$ cat src/rtl/wb_scoreboard_arbiter.sv
// Writeback scheduler for the integer core: a register scoreboard that gates issue on
// RAW/WAW hazards, plus a round-robin arbiter that shares the single regfile write port.
module wb_scoreboard_arbiter #(
    parameter int unsigned XLEN   = 64,
    parameter int unsigned NUM_FU = 3
) (
    input  logic                   clk,
    input  logic                   rst,
    input  logic                   flush,
    input  logic                   issue_valid,
    input  logic [4:0]             issue_rs1,
    input  logic [4:0]             issue_rs2,
    input  logic [4:0]             issue_rd,
    output logic                   issue_ready,
    input  logic [NUM_FU-1:0]      wb_valid,
    input  logic [NUM_FU*5-1:0]    wb_rd,
    input  logic [NUM_FU*XLEN-1:0] wb_data,
    output logic [NUM_FU-1:0]      wb_ready,
    output logic                   reg_write_en,
    output logic [4:0]             reg_write_sel,
    output logic [XLEN-1:0]        reg_write_data,
    output logic [31:0]            pending
);

    localparam int unsigned PW = (NUM_FU > 1) ? $clog2(NUM_FU) : 1;

    logic [PW-1:0]   rr_ptr;
    logic [PW-1:0]   rr_nxt;
    logic            grant_vld;
    logic [PW-1:0]   grant_idx;
    logic [4:0]      grant_rd;
    logic [XLEN-1:0] grant_data;
    logic            issue_fire;
    logic            wb_write;
    logic [31:0]     pend_nxt;
    int unsigned     scan_idx;

    // pending[0] is never set, so x0 operands and x0 destinations never stall.
    assign issue_ready = !flush && !pending[issue_rs1] && !pending[issue_rs2]
                         && !pending[issue_rd];
    assign issue_fire  = issue_valid && issue_ready && (issue_rd != 5'd0);

    always_comb begin
        grant_vld = 1'b0;
        grant_idx = '0;
        scan_idx  = 0;
        wb_ready  = '0;
        for (int unsigned k = 0; k < NUM_FU; k++) begin
            scan_idx = (32'(rr_ptr) + k) % NUM_FU;
            if (!grant_vld && wb_valid[scan_idx]) begin
                grant_vld = 1'b1;
                grant_idx = PW'(scan_idx);
            end
        end
        if (grant_vld) begin
            wb_ready[grant_idx] = 1'b1;
        end
    end

    assign grant_rd   = wb_rd[32'(grant_idx) * 5 +: 5];
    assign grant_data = wb_data[32'(grant_idx) * XLEN +: XLEN];
    assign wb_write   = grant_vld && (grant_rd != 5'd0);

    always_comb begin
        rr_nxt = rr_ptr;
        if (flush) begin
            rr_nxt = '0;
        end else if (grant_vld) begin
            rr_nxt = (32'(grant_idx) + 32'd1 == NUM_FU) ? '0 : grant_idx + 1'b1;
        end
    end

    // Clear before set so an issue to the same rd wins; flush overrides both.
    always_comb begin
        pend_nxt = pending;
        if (wb_write) begin
            pend_nxt[grant_rd] = 1'b0;
        end
        if (issue_fire) begin
            pend_nxt[issue_rd] = 1'b1;
        end
        if (flush) begin
            pend_nxt = '0;
        end
        pend_nxt[0] = 1'b0;
    end

    always_ff @(posedge clk or negedge rst) begin
        if (!rst) begin
            pending        <= '0;
            rr_ptr         <= '0;
            reg_write_en   <= 1'b0;
            reg_write_sel  <= '0;
            reg_write_data <= '0;
        end else begin
            pending      <= pend_nxt;
            rr_ptr       <= rr_nxt;
            reg_write_en <= wb_write;
            if (wb_write) begin
                reg_write_sel  <= grant_rd;
                reg_write_data <= grant_data;
            end
        end
    end

endmodule

$ cat config.mk
export PLATFORM = sky130hd
export DESIGN_NAME = wb_scoreboard_arbiter
export DESIGN_NICKNAME = d
export VERILOG_FILES = /design/src/rtl/wb_scoreboard_arbiter.sv
export SDC_FILE = /design/constraint.sdc
export NUM_CORES = 1
export LEC_CHECK = 0
export CORE_AREA = 2 2 131 133
export DETAILED_ROUTE_END_ITERATION = 8
export DIE_AREA = 0 0 133 135
export PLACE_DENSITY_LB_ADDON = 0.1
export SETUP_SLACK_MARGIN = 0.3
export SLEW_MARGIN = 40
export SYNTH_ARGS = -nofsm -noshare
export SYNTH_HDL_FRONTEND = slang
export SYNTH_SLANG_ARGS = --single-unit
$ cat constraint.sdc
create_clock -name clk -period 6.65 [get_ports clk]
set_clock_uncertainty 0.2 [all_clocks]
set_input_delay 1.33 -clock clk [delete_from_list [all_inputs] [get_ports clk]]
set_output_delay 1.33 -clock clk [all_outputs]
set_load 0.05 [all_outputs]
# After elaboration in Yosys (flattened, before gate mapping)
# Cells that the tools add are included.
# totals
word_cells,81
reg_bits,103
# classes
eq_ne,1
div,3
addsub,4
bitwise_logic,3
magnitude_cmp,11
shifts,2
reduce_logical,20
muxes,31
n_mul,1
# op_table
operator,count
192-bit by 9-bit variable part select with 64-bit output,1
32-bit by 3-bit less-than comparator with 1-bit output (second input constant),3
32-bit 2-to-1 mux,3
32-bit by 2-bit modulo with 32-bit output (second input constant),2
32-bit AND,1
2-bit by 2-bit modulo with 32-bit output (second input constant),1
32-bit inverter,1
32-bit bitwise OR,1
5-bit by 6-bit less-than comparator with 1-bit output (second input constant),4
1-bit binary-select mux with 5-bit select,3
15-bit by 6-bit variable part select with 5-bit output,1
1-bit 2-to-1 mux,12
2-bit 2-to-1 mux,6
1-bit logical AND,11
1-bit demux with 5-bit select,2
5-bit by 1-bit >= comparator with 1-bit output (second input constant),2
5-bit nonzero test,2
2-bit by 1-bit adder with 3-bit output (second input constant),2
1-bit binary-select mux with 2-bit select,3
1-bit zero test,6
2-bit by 3-bit multiplier with 5-bit output (second input constant),1
2-bit by 2-bit adder with 3-bit output (second input constant),1
3-bit by 2-bit == test with 1-bit output (second input constant),1
2-bit by 3-bit less-than comparator with 1-bit output (second input constant),1
5 further kinds,5

# Longest topological paths before layout
# logic_depth
ltp_word,22
depth_mapped,14
depth_no_buf,10

# Worst setup path after synthesis
# OpenSTA, ideal clock, no wires.
# synth_path
path_type,input-to-output
from,input issue_rs2[0]
to,output issue_ready
required_ns,5.120
arrival_ns,3.992
path_stages,7
path_buffers,2
path_slack_ns,1.128
cell_sequence,clkbuf_1 -> mux4_2 -> mux4_2 -> nand2b_1 -> nand3_1 -> nor3b_1 -> clkbuf_1
# synth_between
elab_chain_cells,5
# synth_lines
element,line,text
from (decl),12,"input logic [4:0] issue_rs2,"
1-bit binary-select mux with 5-bit select,39,assign issue_ready = !flush && !pending[issue_rs1] && !pending[issue_rs2]
1-bit 2-to-1 mux (implied by the code),39,
1-bit zero test,39,
1-bit logical AND,39,
1-bit logical AND,40,&& !pending[issue_rd];
to (decl),14,"output logic issue_ready,"
# Every way passes these cells. The select of a mux whose other input is x is not followed.

# Worst setup path after layout
# layout_path
from,input wb_valid[0]
to,output wb_ready[0]
# layout_between
elab_chain_cells,14
word_cells_on_any_way,22
classes_between,order compare (2); mux (15); reduce/logical (5)
# layout_lines
element,line,text
from (decl),15,"input logic [NUM_FU-1:0] wb_valid,"
1-bit binary-select mux with 2-bit select,50,if (!grant_vld && wb_valid[scan_idx]) begin
1-bit 2-to-1 mux (implied by the code),50,
1-bit 2-to-1 mux,50,
1-bit zero test,50,
1-bit logical AND,50,
1-bit 2-to-1 mux,50,
1-bit zero test,50,
1-bit logical AND,50,
2-bit 2-to-1 mux,50,
2-bit by 3-bit less-than comparator with 1-bit output (implied by the code) or 2-bit by 1-bit >= comparator with 1-bit output (tied branches),56,wb_ready[grant_idx] = 1'b1;
1-bit logical AND (implied by the code),56,
1-bit 2-to-1 mux (implied by the code),56,
1-bit demux with 2-bit select,56,
3-bit 2-to-1 mux (*),55,if (grant_vld) begin
to (decl),18,"output logic [NUM_FU-1:0] wb_ready,"
# Every way passes the cells marked *; elsewhere a longest branch is shown, timed or not. The select of a mux whose other input is x is not followed.

==> results.cfg <==
[synth]
synth_largest_type_area_fraction_pct = 38.23
async_reset_ff_share_pct = 100.0
ys.warnings.count = 0
synthCells = 666
synth-edff-count = 0
synth.distinct_cells = 47
yosysMostFrequentCell = o21ai_0
synth_ff_type = dfrtp_1
yosysSeqAreaShare_pct = 38.23
ys_ff_latch = 103
synth_fp_nets = 899
avgSynthCellArea_um2 = 10.12
synth_common_cells = o21ai_0 (109), dfrtp_1 (103), nand2_1 (88), mux2i_1 (70), mux2_2 (63)
synth_area_leaders = dfrtp_1 (38%), mux2_2 (11%), mux2i_1 (10%)
synth_top_area_cell = dfrtp_1
syn-cell-area_um2 = 6743

[cts]
cts_tree = built
clk_path_buf_depth = 2
clock_sinks = 103
root_buffer = clkbuf_16
clk_pin_slew_worst_paths_ns = 0.07
cts_hold_buf = 0
cts_setup_buffers = 0
cts_resized = 0
cts_made_buffers = 9
htree_num_levels = 3
clk-insertion-delay-late_ns = 0.35

[route]
wirelength_um = 24200
num_vias = 6463
drc_errors = 0
dr.pass1.iters = 5
postRouteAntennaNets = 0
viasPerCell = 5.417
drt_iter0_drc = 447
wire_per_inst_um = 20.28

[critical_path]
path_cells = clkdlybuf4s50_1 -> nor2b_1 -> o21a_1 -> or4_1 -> nand2_4 -> nand2_1 -> nor2_1 -> clkdlybuf4s50_1
cp_data_arrival_time_ns = 4.34
path_class = input port to output pin
crit_path_start_kind = input port
crit_path_frequent_cell = clkdlybuf4s50_1
crit_path_end_kind = output pin
cp_max_fo = 20
critPathSlowestCell = clkdlybuf4s50_1
cpPeakStageDelay_ns = 0.84
required_ns = 5.12

[pwr]
leakagePower_uw = 0.004291
ir_drop_v = 0.0003675
p_per_area_nw_per_um2 = 498.3

[sta]
finalHoldViolations = 0
max_slew_margin_pct = 45.79
tns_ns = 0
finalSetupViolCount = 0
fmax_ghz = 0.1703
post-route-min-period_ns = 5.873
drv_slew = 0
whs_ns = 0.3050
rsz0062_at_grt = false
worst-slew-pin-transition_ns = 0.8132
fin_crit_sh_pct = 88.31

[global_route]
grt_max_degree = 101
grt_pass1_vias = 6547
antenna_found_initial = 0
grt_usage_pct = 26.96
globalRouteOverflowTotal = 0
grt_pass1_wl_um = 37090

[final_layout]
final_area_um2 = 10550
drive_gt1_share_pct = 12.95
diodes = 0
nNetsFinal = 1202
fillerInstances = 1345
layout-area-overhead-vs-synth_pct = 56.43

[floorplanning]
die_x_um = 133
io_pins = 335
start_util_pct = 41.10
die_h_um = 135
core_area_um2 = 16410
num_rows = 47
die-area_um2 = 17960

[status]
outcome = complete, no violations

[placed_design]
dpl_cell_area_um2 = 10240
port_buffers = 333
dpl.hpwl_um = 18610
gp_congestion = 0.9043

[job]
cap_violations = 0

[hold_path]
hp-class = flip-flop to flip-flop
==> path summary, 6_finish.rpt <==
| check | startpoint | to | slack, ns | depth (start not counted) |
|---|---|---|---|---|
| max | wb_valid[0] | wb_ready[0] | 0.78 | 8 |
| min | reg_write_data[37]$_DFFE_PN0N_ | reg_write_data[37]$_DFFE_PN0N_ | 0.31 | 1 |
| max reg2reg | rr_ptr[0]$_DFFE_PN0P_ | reg_write_data[41]$_DFFE_PN0N_ | 2.34 | 12 |
| min reg2reg | reg_write_data[37]$_DFFE_PN0N_ | reg_write_data[37]$_DFFE_PN0N_ | 0.31 | 1 |
| max in group asynchronous | rst | reg_write_data[16]$_DFFE_PN0N_ | 4.51 | 2 |
| min in group asynchronous | rst | rr_ptr[1]$_DFFE_PN0P_ | 0.78 | 1 |
==> layer usage <==
metal | GRT usage (%) | part of all wire, % | up-vias | routed length, µm
li1 | - | - | 3063 | -
met1 | 30.58 | 37 | 3076 | 8985
met2 | 47.15 | 52 | 283 | 12460
met3 | 9.835 | 8.7 | 41 | 2111
met4 | 9.140 | 2.6 | 0 | 634
met5 | 0 | 0 | - | 0
==> registers in the layout, summed over array words and instances, names as in the netlist <==
| name | count |
|---|---|
| reg_write_en | 1 |
| rr_ptr | 2 |
| pending | 31 |
| reg_write_sel | 5 |
| reg_write_data | 64 |
==> metrics by stage <==
stage / util (%) / power [µW] / cells / worst slack (ns)
final: 64.29 / 5256 / 1193 / 0.7775
after global routing: 64.29 / 5582 / 1193 / 0.6428
after CTS: 64.24 / 5301 / 1193 / 0.7956
after detailed placement: 62.42 / 4739 / 1178 / 0.8069
after global placement: 62.42 / 4708 / 1178 / 0.8399
after floorplan: - / 3664 / 666 / 1.128
==> cell usage in the layout, fill, tap and decap left out, types with 2 or more instances in the layout <==
cell type	instances
nor3b_1	5
o31ai_1	5
o21ai_1	2
nand3b_1	8
nand2_1	87
clkbuf_16	9
o211ai_1	23
nor2_1	12
nand3_1	17
clkdlybuf4s50_1	331
buf_4	5
inv_1	7
buf_12	2
dfrtp_1	103
ha_1	4
a31oi_1	5
o21a_1	4
o311ai_0	2
clkbuf_8	2
mux2_4	6
nand2b_1	7
mux4_2	26
a21oi_1	20
o21ai_0	109
mux2_2	63
buf_6	2
and3_1	2
mux2i_1	70
nor3_1	2
nor2b_1	9
==> power by group <==
group	internal (µW)	total, µW	switching, µW	leakage [µW]
logic	1500	3710	2210	0.00286
registers	887	1010	120	0.00129
clock network	310	540	230	0.000145
==> cells by family after synthesis <==
logic type,share of synthesized area [%]
other cells,0.05562
buf+inv,3.656
mux,30.93
compound gates,15.27
fa+ha+maj,0.7423
flops,38.23
simple gates,11.12
==> worst max-delay path, delay by kind of cell <==
kind	cells	cell delay, ns
buffers and inverters	2	1.43
AND/OR/NAND/NOR	5	1.35
AO/OA/AOI/OAI	1	0.22
==> layout make-up <==
cell class	count	area [µm²]	area share, %
clock inverters	3	42.54	0.4033
multi-input cells	507	3953	37.47
inverters	8	30.03	0.2847
flip-flops and latches	103	2577	24.44
clock buffers	12	256.5	2.432
well taps	220	275.3	2.610
repair buffers	340	3413	32.36
Power figures use the tool's default switching activity.
